**config.mk**
```make
export PLATFORM = sky130hd
export DESIGN_NAME = srcbuf_ctrl_arb
export DESIGN_NICKNAME = d
export VERILOG_FILES = /design/src/rtl/srcbuf_ctrl_arb.sv
export SDC_FILE = /design/constraint.sdc
export NUM_CORES = 1
export LEC_CHECK = 0
export BUFFER_PORTS_ARGS = -buffer_cell sky130_fd_sc_hd__buf_2
export CORE_MARGIN = 8
export CORE_UTILIZATION = 37
export DETAILED_ROUTE_END_ITERATION = 16
export PLACE_DENSITY = 0.83
export SLEW_MARGIN = 10
export SYNTH_ARGS = -nofsm -noshare
export SYNTH_HDL_FRONTEND = slang
export SYNTH_SLANG_ARGS = --single-unit
```
**constraint.sdc**
```tcl
create_clock -name clk -period 1.53 [get_ports clk]
set_input_delay 0.2295 -clock clk [delete_from_list [all_inputs] [get_ports clk]]
set_output_delay 0.2295 -clock clk [all_outputs]
set_load 0.05 [all_outputs]
```
**src/rtl/srcbuf_ctrl_arb.sv**
```systemverilog
// Load/serve/drain controller and round-robin read arbiter for one sourcebuffer RAM.
// Optional per-requester grant statistics under `ifdef SRCBUF_ARB_STATS_EN.
// The release pulse is the port release_pulse because "release" is a reserved word.
module srcbuf_ctrl_arb #(
    parameter int NREQ   = 4,
    parameter int AW     = 14,
    parameter int DW     = 32,
    parameter int RD_LAT = 1
) (
    input  logic                 clk,
    input  logic                 rst_n,
    input  logic                 wr_valid,
    output logic                 wr_ready,
    input  logic [AW-1:0]        wr_addr,
    input  logic [DW-1:0]        wr_data,
    input  logic                 load_done,
    input  logic                 release_pulse,
    output logic                 buf_free,
    output logic                 serving,
    input  logic [NREQ-1:0]      rd_valid,
    output logic [NREQ-1:0]      rd_ready,
    input  logic [NREQ*AW-1:0]   rd_addr,
    output logic [NREQ-1:0]      rsp_valid,
    output logic [DW-1:0]        rsp_data,
    output logic                 buf_wren,
    output logic [AW-1:0]        buf_wraddress,
    output logic [DW-1:0]        buf_data,
    output logic [AW-1:0]        buf_rdaddress,
    input  logic [DW-1:0]        buf_q
`ifdef SRCBUF_ARB_STATS_EN
    ,
    output logic [NREQ*16-1:0]   stat_grants
`endif
);

    localparam int IW = (NREQ > 1) ? $clog2(NREQ) : 1;

    typedef enum logic [1:0] {ST_LOAD, ST_SERVE, ST_DRAIN} state_t;

    state_t          state, state_nxt;
    logic [IW-1:0]   rr_ptr;
    logic [IW-1:0]   gnt_idx;
    logic [IW-1:0]   cand;
    logic            gnt_found;
    logic            gnt;
    logic            wr_acc;
    logic [RD_LAT:0] pipe_vld;
    logic [IW-1:0]   pipe_id [RD_LAT+1];
    logic            pipe_empty;

    assign pipe_empty = ~|pipe_vld;
    assign wr_ready   = (state == ST_LOAD);
    assign serving    = (state == ST_SERVE);
    assign buf_free   = (state == ST_DRAIN) && pipe_empty;
    assign wr_acc     = wr_valid && wr_ready;
    assign rsp_data   = buf_q;

    // NOTE: every always_comb output gets a default first so no path leaves it unassigned (no latch).
    always_comb begin
        state_nxt = state;
        case (state)
            ST_LOAD:  if (load_done)     state_nxt = ST_SERVE;
            ST_SERVE: if (release_pulse) state_nxt = ST_DRAIN;
            ST_DRAIN: if (pipe_empty)    state_nxt = ST_LOAD;
            default:                     state_nxt = ST_LOAD;
        endcase
    end

    // First requesting index at or after the pointer, wrapping modulo NREQ.
    always_comb begin
        gnt_found = 1'b0;
        gnt_idx   = rr_ptr;
        cand      = rr_ptr;
        for (int k = 0; k < NREQ; k++) begin
            cand = IW'((int'(rr_ptr) + k) % NREQ);
            if (!gnt_found && rd_valid[cand]) begin
                gnt_found = 1'b1;
                gnt_idx   = cand;
            end
        end
    end

    assign gnt       = gnt_found && (state == ST_SERVE) && !release_pulse;
    assign rd_ready  = gnt ? (NREQ'(1) << gnt_idx) : '0;
    assign rsp_valid = pipe_vld[RD_LAT] ? (NREQ'(1) << pipe_id[RD_LAT]) : '0;

    // NOTE: state registers use non-blocking assignments so every flop samples pre-edge values.
    always_ff @(posedge clk or negedge rst_n) begin
        if (!rst_n) begin
            state         <= ST_LOAD;
            rr_ptr        <= '0;
            buf_wren      <= 1'b0;
            buf_wraddress <= '0;
            buf_data      <= '0;
            buf_rdaddress <= '0;
        end else begin
            state    <= state_nxt;
            buf_wren <= wr_acc;
            if (wr_acc) begin
                buf_wraddress <= wr_addr;
                buf_data      <= wr_data;
            end
            if (gnt) begin
                buf_rdaddress <= rd_addr[int'(gnt_idx)*AW +: AW];
                rr_ptr        <= (int'(gnt_idx) == NREQ-1) ? '0 : gnt_idx + IW'(1);
            end
        end
    end

    // NOTE: the response pipe is reset (ids too) so a reset mid-SERVE can never emit a stale response.
    always_ff @(posedge clk or negedge rst_n) begin
        if (!rst_n) begin
            pipe_vld <= '0;
            for (int k = 0; k <= RD_LAT; k++) pipe_id[k] <= '0;
        end else begin
            pipe_vld   <= {pipe_vld[RD_LAT-1:0], gnt};
            pipe_id[0] <= gnt_idx;
            for (int k = 1; k <= RD_LAT; k++) pipe_id[k] <= pipe_id[k-1];
        end
    end

`ifdef SRCBUF_ARB_STATS_EN
    logic [15:0] stat_cnt [NREQ];

    // Counters restart on every new SERVE phase and saturate instead of wrapping.
    always_ff @(posedge clk or negedge rst_n) begin
        if (!rst_n) begin
            for (int i = 0; i < NREQ; i++) stat_cnt[i] <= '0;
        end else if (state == ST_LOAD && load_done) begin
            for (int i = 0; i < NREQ; i++) stat_cnt[i] <= '0;
        end else if (gnt && stat_cnt[gnt_idx] != 16'hFFFF) begin
            stat_cnt[gnt_idx] <= stat_cnt[gnt_idx] + 16'd1;
        end
    end

    always_comb begin
        stat_grants = '0;
        for (int i = 0; i < NREQ; i++) stat_grants[i*16 +: 16] = stat_cnt[i];
    end
`endif

endmodule

```
; ---- Word-level counts from Yosys, hierarchy flattened
; Index checks and enable logic that the tools add are counted.
[word_totals]
register_bits = 71
input_bits = 143
out_inout_bits = 104
elab_cells = 64
[op_classes]
add_sub_neg = 4
n_mul = 1
magnitude_cmp = 4
eq_ne = 6
shift = 3
muxes = 22
n_reduce_logical = 15
[ops]
columns = op, count
row1 = indexed part select 56 x 7 -> 14 bit, 1
row2 = 2-to-1 mux 2 bit, 7
row3 = < comparator 2 x 3 -> 1 bit (second input constant), 4
row4 = binary-select mux 1 bit (select 2 bit), 4
row5 = 2-to-1 mux 1 bit, 8
row6 = 2-to-1 mux 4 bit, 2
row7 = left shift 1 x 2 -> 4 bit (first input constant), 2
row8 = logical AND 1 bit, 7
row9 = case mux 2 bit (3 select lines), 1
row10 = logical NOT 1 bit, 5
row11 = multiplier 2 x 3 -> 5 bit (second input constant), 1
row12 = adder 2 x 1 -> 2 bit (second input constant), 2
row13 = adder 2 bit (second input constant), 2
row14 = == test 2 x 1 -> 1 bit (second input constant), 2
row15 = inequality test 2 bit (second input constant), 2
row16 = AND reduction 3 bit, 1
row17 = == test 2 bit (second input constant), 1
row18 = logical NOT 2 bit, 1
row19 = inequality test 2 x 1 -> 1 bit (second input constant), 1
row20 = OR reduction 2 bit, 1

; ---- Longest topological paths before layout
; Gate-level depths: netlist of the first run.
[logic_depth]
word_depth = 15
mapped_depth = 8
mapped_depth_nobuf = 5

; ---- Worst setup path after synthesis of the first run
; OpenSTA, ideal clock, no wires.
[synth_timing]
path_kind = flip-flop to output port
startpoint = reg state[1]
endpoint = out rd_ready[2]
arrival_time_ps = 2411
required_time_ps = 1300
slack_ps = -1111
path_stages_with_launch = 8
n_path_buf = 2
cell_sequence = dfrtp_1 nand2b_1 or3_1 buf_6 clkinv_4 nand2_1 buf_2 nor3_1
[synth_via]
elab_chain_len = 4
[synth_rtl]
columns = element, line_no
row1 = start: declaration, 40  ; state_t state, state_nxt;
row2 = start signal: assignment, 97  ; state <= state_nxt;
row3 = == test 2 x 1 -> 1 bit, 83  ; assign gnt = gnt_found && (state == ST_SERVE) && !release_pulse;
row4 = logical AND 1 bit (2 in series), 83
row5 = named net gnt, 45  ; logic gnt;
row6 = 2-to-1 mux 4 bit, 84  ; assign rd_ready = gnt ? (NREQ'(1) << gnt_idx) : '0;
row7 = end: declaration, 21  ; output logic [NREQ-1:0] rd_ready,
; The timed path passes the listed nets, and every way through them passes these cells.

; ---- Final worst setup path of the first run
[layout_timing]
startpoint = reg rr_ptr[0]
endpoint = out rd_ready[0]
[layout_via]
elab_chain_len = 15
elab_cells_between_ends = 28
cone_classes = add/sub: 3 / shift: 1 / mux: 16 / reduce/logical: 8
[layout_rtl]
columns = element, line_no
row1 = start: declaration, 41  ; logic [IW-1:0] rr_ptr;
row2 = start signal: assignment, 105  ; rr_ptr <= (int'(gnt_idx) == NREQ-1) ? '0 : gnt_idx + IW'(1);
row3 = branches (longest 14 deep; another with adder 2 x 1 -> 2 bit), -
row4 = 2-to-1 mux 4 bit *, 84
; Every way passes the cells marked *. The select of a mux whose other input is x is not followed.

==> impl_results.md, run 1 <==
- Via/cell ratio: about 4.9
- Max Slew Vio Count: 0
- Failing checks: setup timing
- Mapped Area: approximately 0.0034 mm2
- Ranking of synthesized cells by area: dfrtp_1 (53%), mux2_2 (15%), mux2i_1 (8.6%), buf_4 (7.1%), o221ai_1 (3.6%)
- EDFF count, synth: 0
- Site row count: 35
- Synth cell count leaders: dfrtp_1 (71), mux2_2 (46), buf_4 (32)
- Worst-margin pin slew: 0.3786 ns
- Largest family of logic cells by synthesized area: multiplexers
- CTS clk-pin slew, worst paths: 0.08 ns
- # nets final: between 500 and 600
- CP required: ~1.3 ns
- H-tree levels: 3
- Post-Syn Nets: 404
- Pre-CTS setup slack: -0.2607 ns
- Largest net degree at the start of global routing: 72
- I/O Buffers: around 180
- FMAX: between 400 and 500 MHz
- Post-synthesis register bit count: 71
- Fin Hold WS: around 0.12 ns
- Ys async rst share: 100.0%
- Residual DRC: 0
- WL final: between 10000 and 15000 um
- Critical path arrival: 1.86 ns
- Post-Route Utilization: 57.50%
- CTS max path bufs: 2
- Biggest area consumer among synthesized cells: dfrtp_1
- Critical setup path kind: flip-flop to primary output
- Seq/Total Area, Yosys: a little over half
- Leakage: between 2 and 3 nW
- Placed wire-length estimate: about 7300 um
- Chip Height: 111.6 um
- Compound-Gate Fraction of Synth Area: ~6.2%
- CTS tree: yes
- Mean Syn Cell Area: roughly 13 um2
- Global-route wire length before repair: between 15000 and 20000 um
- Most frequent cell after synthesis: dfrtp_1
- DR vias: roughly 2800
- Fillers: about 740
- Vias in the first global route: slightly above 3000
- VDD IR max: between 1 and 1.5 mV
- Core Area: roughly 0.0091 mm2
- Synth Area in XOR/XNOR: less than 1%
- Violation count after the first detailed-route iteration: 102
- Pwr/cell area: approximately 2200 mW/mm2
- PnR Total Power: around 12 mW
- Distinct cells, synth: 36
- Root Buffer Master: clkbuf_8
- Max-Cap Viols: 0
- Post-Synth Adder-Cell Area: 0%
- Simple-Gate Fraction of Synth Area: approximately 6.1%
- Tmin final: 2.088 ns
- HP Class: input pin to flip-flop
- Startpoint Class: flip-flop
- Die width: ~110 um
- Clock sinks: 71
- Cts bufs inserted: 9
- Post-synthesis cell count: 261
- Synth top area share: ~53%
- Final Cycle Share: 136.5%
- Hold Vio Cnt, Final: 0
- Clock skew: around 0.0074 ns
- Top FF cell, synth: dfrtp_1
- Initial Util: between 30% and 40%
- Syn-to-layout area delta: 54.30%
- Critical Path Sink Type: primary output
- Top Ports: 247
- Outcome: complete, but fails checks
- GRT Util Overall: 15.75%
- Mux contribution to synthesized area: between 20% and 30%
- Antenna-violating nets left: 0
- Crit Path Max Fanout: 3
- Die ar.: between 0.01 and 0.015 mm2
- Fraction of layout cells with a size suffix above 1: approximately 68%
- Yosys warning total: 0
- GRT overflow: 0
- Count of final setup violators: between 40 and 50
- TNS Setup: -8.924 ns
- Final worst slack: -0.5581 ns
- GPL Wtd Cong: between 0.7 and 0.8
- Antenna violations before repair: 0
- Slew headroom: around three quarters
- Ant diodes: 0
- DRT Pass-1 Iters: 4
- Clock Latency Late Sink: around 0.34 ns
- WL/cell: around 18 um
- RSZ-0062 raised after global routing: true
[kinds of logic (layout without fill, tap and decap cells)]
logic type,after synthesis,in the layout
muxes,75,75
and+or+nand+nor,40,40
AOI/OAI and AO/OA,24,24
buffers and inverters,50,249
xor gates and xnor gates,1,1
DFF,71,71
[timing repair]
action / CTS / global route
buffers inserted: 7 / 10
hold endpoints to repair: 71 / 0
pin swaps: 9 / 13
setup endpoints to repair: 61 / 71
cloned: 4 / 5
resized for setup: 41 / 32
hold buffers: 1 / 0
[final timing paths]
kind	slack [ns]	endpoint	startpoint	cells after the start
max in group asynchronous	0.76	pipe_vld[1]	rst_n	3
worst min-delay path	0.12	buf_wraddress[0]	wr_addr[0]	2
worst min register to register	0.36	pipe_id[0]	pipe_id[2]	0
min in group asynchronous	0.43	buf_wraddress[8]	rst_n	3
worst max-delay path	-0.56	rd_ready[0]	rr_ptr[0]	8
worst max register to register	-0.43	buf_rdaddress[3]	rr_ptr[0]	8
[registers in the layout (all words and copies together) (netlist names)]
signal,flops
pipe_vld,2
state,2
buf_wren,1
buf_wraddress,14
buf_rdaddress,14
pipe_id,4
buf_data,32
rr_ptr,2
[area by class of cell]
type | count | area (um2) | area share [%]
Inverter | 5 | 23.77 | 0.4561
Sequential cell | 71 | 1778 | 34.11
Clock buffer | 10 | 137.6 | 2.640
Tap cell | 111 | 138.9 | 2.664
Multi-Input combinational cell | 140 | 1443 | 27.68
Timing Repair Buffer | 229 | 1610 | 30.89
Clock inverter | 5 | 81.33 | 1.560
[placed cells by master, fill, tap and decap left out, types with 2 or more instances in the layout]
cell type and count:
buf_2 173, dfrtp_1 70, mux2_4 27, mux2i_1 26, mux2_2 19, buf_4 19, nand2_1 16, buf_6 15
o221ai_1 14, clkbuf_8 10, buf_12 9, inv_1 4, nor2_1 4, nor2_4 4, clkbuf_16 4, mux2i_2 3
buf_16 3, buf_8 3, nor2b_1 2, o21ai_1 2, nor3b_2 2, nand2b_4 2, nor3_4 2, bufinv_16 2
clkbuf_4 2
[per-stage QoR]
| stage | cells | instance area (um2) |
|---|---|---|
| final | 571 | 5213 |
| after global routing | 571 | 5213 |
| after CTS | 558 | 4911 |
| after detailed placement | 531 | 4359 |
| after global placement | 531 | 4359 |
| after floorplan | 261 | 3442 |
[power breakdown]
group	switching (mW)	internal (mW)	total [mW]
Sequential	0.453	2.68	3.13
Combinational	4.22	2.55	6.78
Clock	0.703	0.957	1.66
[routing by layer]
layer	up-vias	part of all wire, %	track usage, %
li1	1285	-	-
met1	1297	41	17.10
met2	171	49	26.71
met3	18	9.4	7.143
met4	0	1.4	5.287
met5	-	0	0
[critical path, stage by stage, from the launching register on]
cell and delay (ns):
dfrtp_1 0.41, buf_6 0.13, a211o_1 0.25, o211ai_1 0.14, buf_4 0.18, nand2_4 0.07
buf_6 0.12, nor2_4 0.09, buf_12 0.14
No activity file was read; power rests on OpenSTA's default activity.
==> run 2, diff against run 1 <==
--- a/config.mk
+++ b/config.mk
@@ -6,10 +6,12 @@
 export NUM_CORES = 1
 export LEC_CHECK = 0
 export BUFFER_PORTS_ARGS = -buffer_cell sky130_fd_sc_hd__buf_2
+export CAP_MARGIN = 25
 export CORE_MARGIN = 8
 export CORE_UTILIZATION = 37
 export DETAILED_ROUTE_END_ITERATION = 16
 export PLACE_DENSITY = 0.83
+export SKIP_LAST_GASP = 1
 export SLEW_MARGIN = 10
 export SYNTH_ARGS = -nofsm -noshare
 export SYNTH_HDL_FRONTEND = slang
==> impl_results.md, run 2 (synthesis gave the netlist of run 1 again) <==
- WHS Endpoint: buf_wraddress[2]
- Largest registers: buf_data: 32 flops, buf_rdaddress: 14 flops, buf_wraddress: 14 flops
- Via/cell ratio: 4.846 (-0.14%)
- Residual DRC: 0 (unchanged)
- Cts bufs inserted: 9 (unchanged)
- Dpl cells: 531 (unchanged)
- Core Area: 0.009065 mm2 (unchanged)
- Biggest register: buf_data
- Die width: 111.6 um (unchanged)
- Post-Route Utilization: 56.65% (-0.86 points)
- Global-route wire length before repair: 15390 um (-2.5%)
- Hold Vio Cnt, Final: 0 (unchanged)
- Critical path arrival: 1.87 ns (about the same)
- Switching share of power: 46.86% (+0.34 points)
- FMAX: 476.6 MHz (-0.49%)
- WL/cell: 18.10 um (+0.32%)
- Int Pwr: 6.075 mW (-1.8%)
- I/O Buffers: 182 (unchanged)
- DR top layer: met4
- Tmin final: 2.098 ns (+0.01031 ns)
- Outcome: complete, but fails checks
- PnR Total Power: 11.43 mW (-1.2%)
- CTS clk-pin slew, worst paths: 0.08 ns (about the same)
- Reg2reg end: buf_rdaddress[9]
- Critical Path Sink Type: primary output
- CTS max path bufs: 2 (unchanged)
- Clock Latency Late Sink: 0.33 ns (about the same)
- Fin Hold WS: 0.1211 ns (-0.002930 ns)
- Startpoint Class: flip-flop
- Placed wire-length estimate: 7253 um (unchanged)
- GRT Util Overall: 15.36% (-0.39 points)
- Antenna-violating nets left: 0 (unchanged)
- Syn-to-layout area delta: 52.00%
- Crit Path Max Fanout: 3 (unchanged)
- Commonest non-fill, non-tap cell in the layout: buf_2
- Clock sinks: 71 (unchanged)
- Worst R2R Start: rr_ptr[0]
- GRT overflow: 0 (unchanged)
- Seq pwr share: 27.3% (+0.3 points)
- Logic pwr share: 58.1% (-0.5 points)
- Final Cycle Share: 137.2% (+0.67 points)
- Antenna violations before repair: 0 (unchanged)
- Worst-margin pin slew: 0.3814 ns (+0.002737 ns)
- Initial Util: 37.27% (unchanged)
- Leakage: 2.599 nW (-2.1%)
- Ant diodes: 0 (unchanged)
- Routed wl met2: 5035 um (+0.68%)
- Max Slew Vio Count: 0 (unchanged)
- Chip Height: 111.6 um (unchanged)
- Number of flip-flops in the largest register: 32 (unchanged)
- CTS tree: yes
- Met3 wire length: 959 um (-0.52%)
- VDD IR max: 1.259 mV (-0.45%)
- Root Buffer Master: clkbuf_8
- Hold Crit Depth: 2 (unchanged)
- DR vias: 2743 (-1.0%)
- Post-route insts no fill: 566 (-0.88%)
- Vias in the first global route: 3075 (-0.49%)
- Pre-CTS setup slack: -0.2607 ns (unchanged)
- CP required: 1.30 ns (about the same)
- Failing checks: setup timing
- P_sw: 5.357 mW (-0.43%)
- Met1 wire length: 4116 um (-1.7%)
- # nets final: 594 (-0.83%)
- Count of final setup violators: 53 (+15%)
- Pwr/cell area: 2226 mW/mm2 (+0.33%)
- Violation count after the first detailed-route iteration: 124 (+22%)
- Clock skew: 0.009706 ns (+0.002265 ns)
- Critical setup path kind: flip-flop to primary output
- Reg2reg setup slack: -0.45 ns (-0.02 ns)
- Largest net degree at the start of global routing: 72 (unchanged)
- DRT Pass-1 Iters: 4 (unchanged)
- Top Ports: 247 (unchanged)
- H-tree levels: 3 (unchanged)
- HP Start: wr_addr[2]
- Max-Cap Viols: 0 (unchanged)
- Slew headroom: 74.58% (-0.18 points)
- Site row count: 35 (unchanged)
- Clock power frac: 14.6% (+0.2 points)
- Fraction of layout cells with a size suffix above 1: 67.47% (-0.14 points)
- Final worst slack: -0.5684 ns (-0.01031 ns)
- Most frequent cells in the layout: buf_2 (173), dfrtp_1 (70), mux2_2 (27)
- Die ar.: 0.01244 mm2 (unchanged)
- HP Class: input pin to flip-flop
- Worst reg2reg path depth: 8 (unchanged)
- RSZ-0062 raised after global routing: true
- WL final: 10240 um (-0.56%)
- GPL Wtd Cong: 0.7895 (unchanged)
[run 2: cell types whose count changed in the layout (fill, tap and decap cells not counted)]
cell / delta
buf_4: -2
o21ai_2: +1
mux2_4: -8
mux2_2: +8
buf_6: -1
buf_12: -1
o21ai_1: -1
buf_8: -2
clkbuf_16: +1
[run 2: worst max path at each step]
stage	endpoint	slack, ns	cells after the start	startpoint
floorplan	rd_ready[3]	-0.49	8	state[1]
global placement	rd_ready[1]	-0.22	6	rr_ptr[0]
detailed placement	rd_ready[1]	-0.26	6	rr_ptr[0]
CTS	rd_ready[0]	-0.57	6	rr_ptr[0]
global route	rd_ready[0]	-0.66	8	rr_ptr[0]
finish	rd_ready[0]	-0.57	8	rr_ptr[0]
[run 2: stage by stage]
step,TNS [ns],instance area [um2]
2_1_floorplan,-23.15,3442
3_3_place_gp,-3.930,4359
3_5_place_dp,-5.948,4359
4_1_cts,-10.28,4836
5_1_grt,-13.02,5135
6_report,-9.498,5135
[run 2: worst max-delay path, stage by stage (launching register included)]
cell and delay, ns:
dfrtp_1 0.41, nor2b_1 0.20, a21oi_1 0.08, o211ai_1 0.25, buf_4 0.18, nand2_4 0.07, buf_6 0.12, nor2_4 0.09
buf_12 0.14
[run 2: timing repair]
item | in CTS | in global routing
resized for setup | 21 | 41
pin swaps | 8 | 11
cloned | 4 | 5
setup buffers | 7 | 5
endpoints found under the setup margin | 61 | 63
hold buffers | 1 | 0
hold endpoints to repair | 71 | 0
[run 2: power by group through the flow]
stage | logic [mW] | clock network [mW] | registers [mW]
finish | 6.64 | 1.67 | 3.12
global route | 6.94 | 1.81 | 3.23
CTS | 6.18 | 1.72 | 3.11
detailed placement | 5.70 | 0 | 3.13
global placement | 5.61 | 0 | 3.08
floorplan | 1.92 | 0 | 5.63
[run 2: cell type report]
type	instances	area (um2)
clock buffer	10	137.6
timing repair buffer	224	1559
clock inverter	5	81.33
fill	757	3930
sequential	71	1778
multi-input combinational	140	1416
inverter	5	23.77
tap	111	138.9
[run 2: layer usage]
layer	GRT usage (%)	up-vias
li1	-	1271
met1	16.27	1293
met2	26.30	164
met3	7.197	15
met4	5.287	0
met5	0	-
==> run 3, diff against run 2 <==
--- a/config.mk
+++ b/config.mk
@@ -10,7 +10,7 @@
 export CORE_MARGIN = 8
 export CORE_UTILIZATION = 37
 export DETAILED_ROUTE_END_ITERATION = 16
-export PLACE_DENSITY = 0.83
+export PLACE_DENSITY_LB_ADDON = 0.05
 export SKIP_LAST_GASP = 1
 export SLEW_MARGIN = 10
 export SYNTH_ARGS = -nofsm -noshare
==> impl_results.md, run 3 (synthesis gave the netlist of run 1 again) <==
- Fraction of layout cells with a size suffix above 1: 68.56% (+1.1 points)
- Max Slew Vio Count: 0 (unchanged)
- CP dominant cell by count: nor2_4
- WL final: 10210 um (-0.27%)
- Violation count after the first detailed-route iteration: 58 (-53%)
- Die ar.: 0.01244 mm2 (unchanged)
- CTS max path bufs: 2 (unchanged)
- Ant diodes: 0 (unchanged)
- Finished Cell Area: 0.005268 mm2 (+2.6%)
- Count of final setup violators: 20 (-62%)
- Root Buffer Master: clkbuf_8
- Biggest register: buf_data
- Cts bufs inserted: 9 (unchanged)
- Pre-CTS setup slack: -0.2911 ns (-0.03040 ns)
- DR vias: 2722 (-0.77%)
- Leakage: 2.700 nW (+3.9%)
- CTS clk-pin slew, worst paths: 0.08 ns (about the same)
- CP top delay family: simple AND/OR/NAND/NOR gates
- Pwr/cell area: 2257 mW/mm2 (+1.4%)
- Max-Cap Viols: 0 (unchanged)
- Startpoint Class: flip-flop
- Residual DRC: 0 (unchanged)
- Global-route wire length before repair: 15600 um (+1.3%)
- Chip Height: 111.6 um (unchanged)
- Clock skew: 0.01189 ns (+0.002186 ns)
- Critical Path Source: rr_ptr[0]
- # nets final: 596 (+0.34%)
- Clock Latency Late Sink: 0.33 ns (about the same)
- Largest registers: buf_data: 32 flops, buf_rdaddress: 14 flops, buf_wraddress: 14 flops
- Initial Util: 37.27% (unchanged)
- Critical setup path kind: flip-flop to primary output
- DRT Pass-1 Iters: 4 (unchanged)
- HP Start: wr_data[22]
- Largest net degree at the start of global routing: 72 (unchanged)
- CP max-delay cell: dfrtp_1
- Hold Vio Cnt, Final: 0 (unchanged)
- Cells along the critical path: and2b_2 -> a2111oi_4 -> nor2_4 -> buf_6 -> nor2_4 -> buf_8
- HP Class: input pin to flip-flop
- H-tree levels: 3 (unchanged)
- Worst R2R Start: rr_ptr[0]
- Fin Hold WS: 0.1202 ns (-0.0009390 ns)
- Reg2reg setup slack: -0.48 ns (-0.03 ns)
- RSZ-0062 raised after global routing: true
- WL/cell: 17.95 um (-0.80%)
- Antenna violations before repair: 0 (unchanged)
- CP max stage delay: 0.42 ns (about the same)
- Syn-to-layout area delta: 55.93%
- FMAX: 485.7 MHz (+1.9%)
- Top Ports: 247 (unchanged)
- Clock sinks: 71 (unchanged)
- Most frequent cells in the layout: buf_2 (174), dfrtp_1 (70), mux2_4 (41)
- Core Area: 0.009065 mm2 (unchanged)
- I/O Buffers: 182 (unchanged)
- Number of flip-flops in the largest register: 32 (unchanged)
- Post-Route Utilization: 58.11% (+1.5 points)
- Site row count: 35 (unchanged)
- Critical Path Sink Type: primary output
- Die width: 111.6 um (unchanged)
- VDD IR max: 0.9709 mV (-23%)
- TNS Setup: -8.397 ns (+1.101 ns)
- Placed wire-length estimate: 7184 um (-0.96%)
- GRT Util Overall: 15.52% (+0.16 points)
- Tmin final: 2.059 ns (-0.03947 ns)
- Area after DPL: 0.004372 mm2 (+0.29%)
- Via/cell ratio: 4.784 (-1.3%)
- GRT overflow: 0 (unchanged)
- Vias in the first global route: 3057 (-0.59%)
- CP bufs+invs: 2 (-1)
- GPL Wtd Cong: 0.7494 (-5.1%)
- Slew headroom: 72.82% (-1.8 points)
- Final Cycle Share: 134.6% (-2.6 points)
- Critical path arrival: 1.83 ns (-0.04 ns)
- CTS tree: yes
- Worst-margin pin slew: 0.4077 ns (+0.02635 ns)
- CP required: 1.30 ns (about the same)
- Crit Path Max Fanout: 4 (+1)
- Final worst slack: -0.5289 ns (+0.03947 ns)
- Commonest non-fill, non-tap cell in the layout: buf_2
- Outcome: complete, but fails checks
- Failing checks: setup timing
- Antenna-violating nets left: 0 (unchanged)
## run 3: cell types whose count changed in the layout (fill, tap and decap cells not counted), moves of 4 or more
cell and change:
mux2_2 -22, mux2i_2 +5, mux2i_1 -5, buf_4 +4
mux2_4 +22
## run 3: final cells by class
class / count / area, um2
clock buffer: 11 / 141.4
clock inverter: 5 / 128.9
fill: 746 / 3797
inverter: 5 / 23.77
multi-input combinational: 140 / 1516
sequential: 71 / 1778
tap: 111 / 138.9
timing repair buffer: 226 / 1540
## run 3: routing by layer
layer	global-route usage [%]	up-vias	part of all wire (%)
met4	6.108	0	1.3
met1	17.59	1289	43
met5	0	-	0
li1	-	1277	-
met2	25.82	140	48
met3	5.952	16	7.9
## run 3: final timing paths
path / to / cells after the start
worst min-delay path: buf_data[22] / 2
max in group asynchronous: pipe_vld[1] / 3
min in group asynchronous: buf_data[24] / 3
worst max register to register: buf_rdaddress[9] / 7
worst min register to register: pipe_id[0] / 0
worst max-delay path: rd_ready[0] / 6
## run 3: metrics by stage
step	cells	total power [mW]
after floorplan	261	7.552
after global placement	533	8.824
after detailed placement	533	8.874
after CTS	567	11.48
after global routing	569	12.45
final	569	11.89
## run 3: report_power, final
part / total (mW) / internal, mW / leakage [nW] / switching (mW)
sequential: 3.11 / 2.67 / 0.845 / 0.438
combinational: 6.78 / 2.56 / 1.72 / 4.21
clock: 2.00 / 1.30 / 0.134 / 0.700
total: 11.9 / 6.53 / 2.70 / 5.35
## run 3: what timing repair did
item                                    CTS  global route
hold buffers                              1             0
endpoints found under the setup margin   66            74
pin swaps                                 8             8
gates cloned                              4             3
buffers inserted                         14             3
hold endpoints to repair                 71             0
gates resized for setup                  33            58
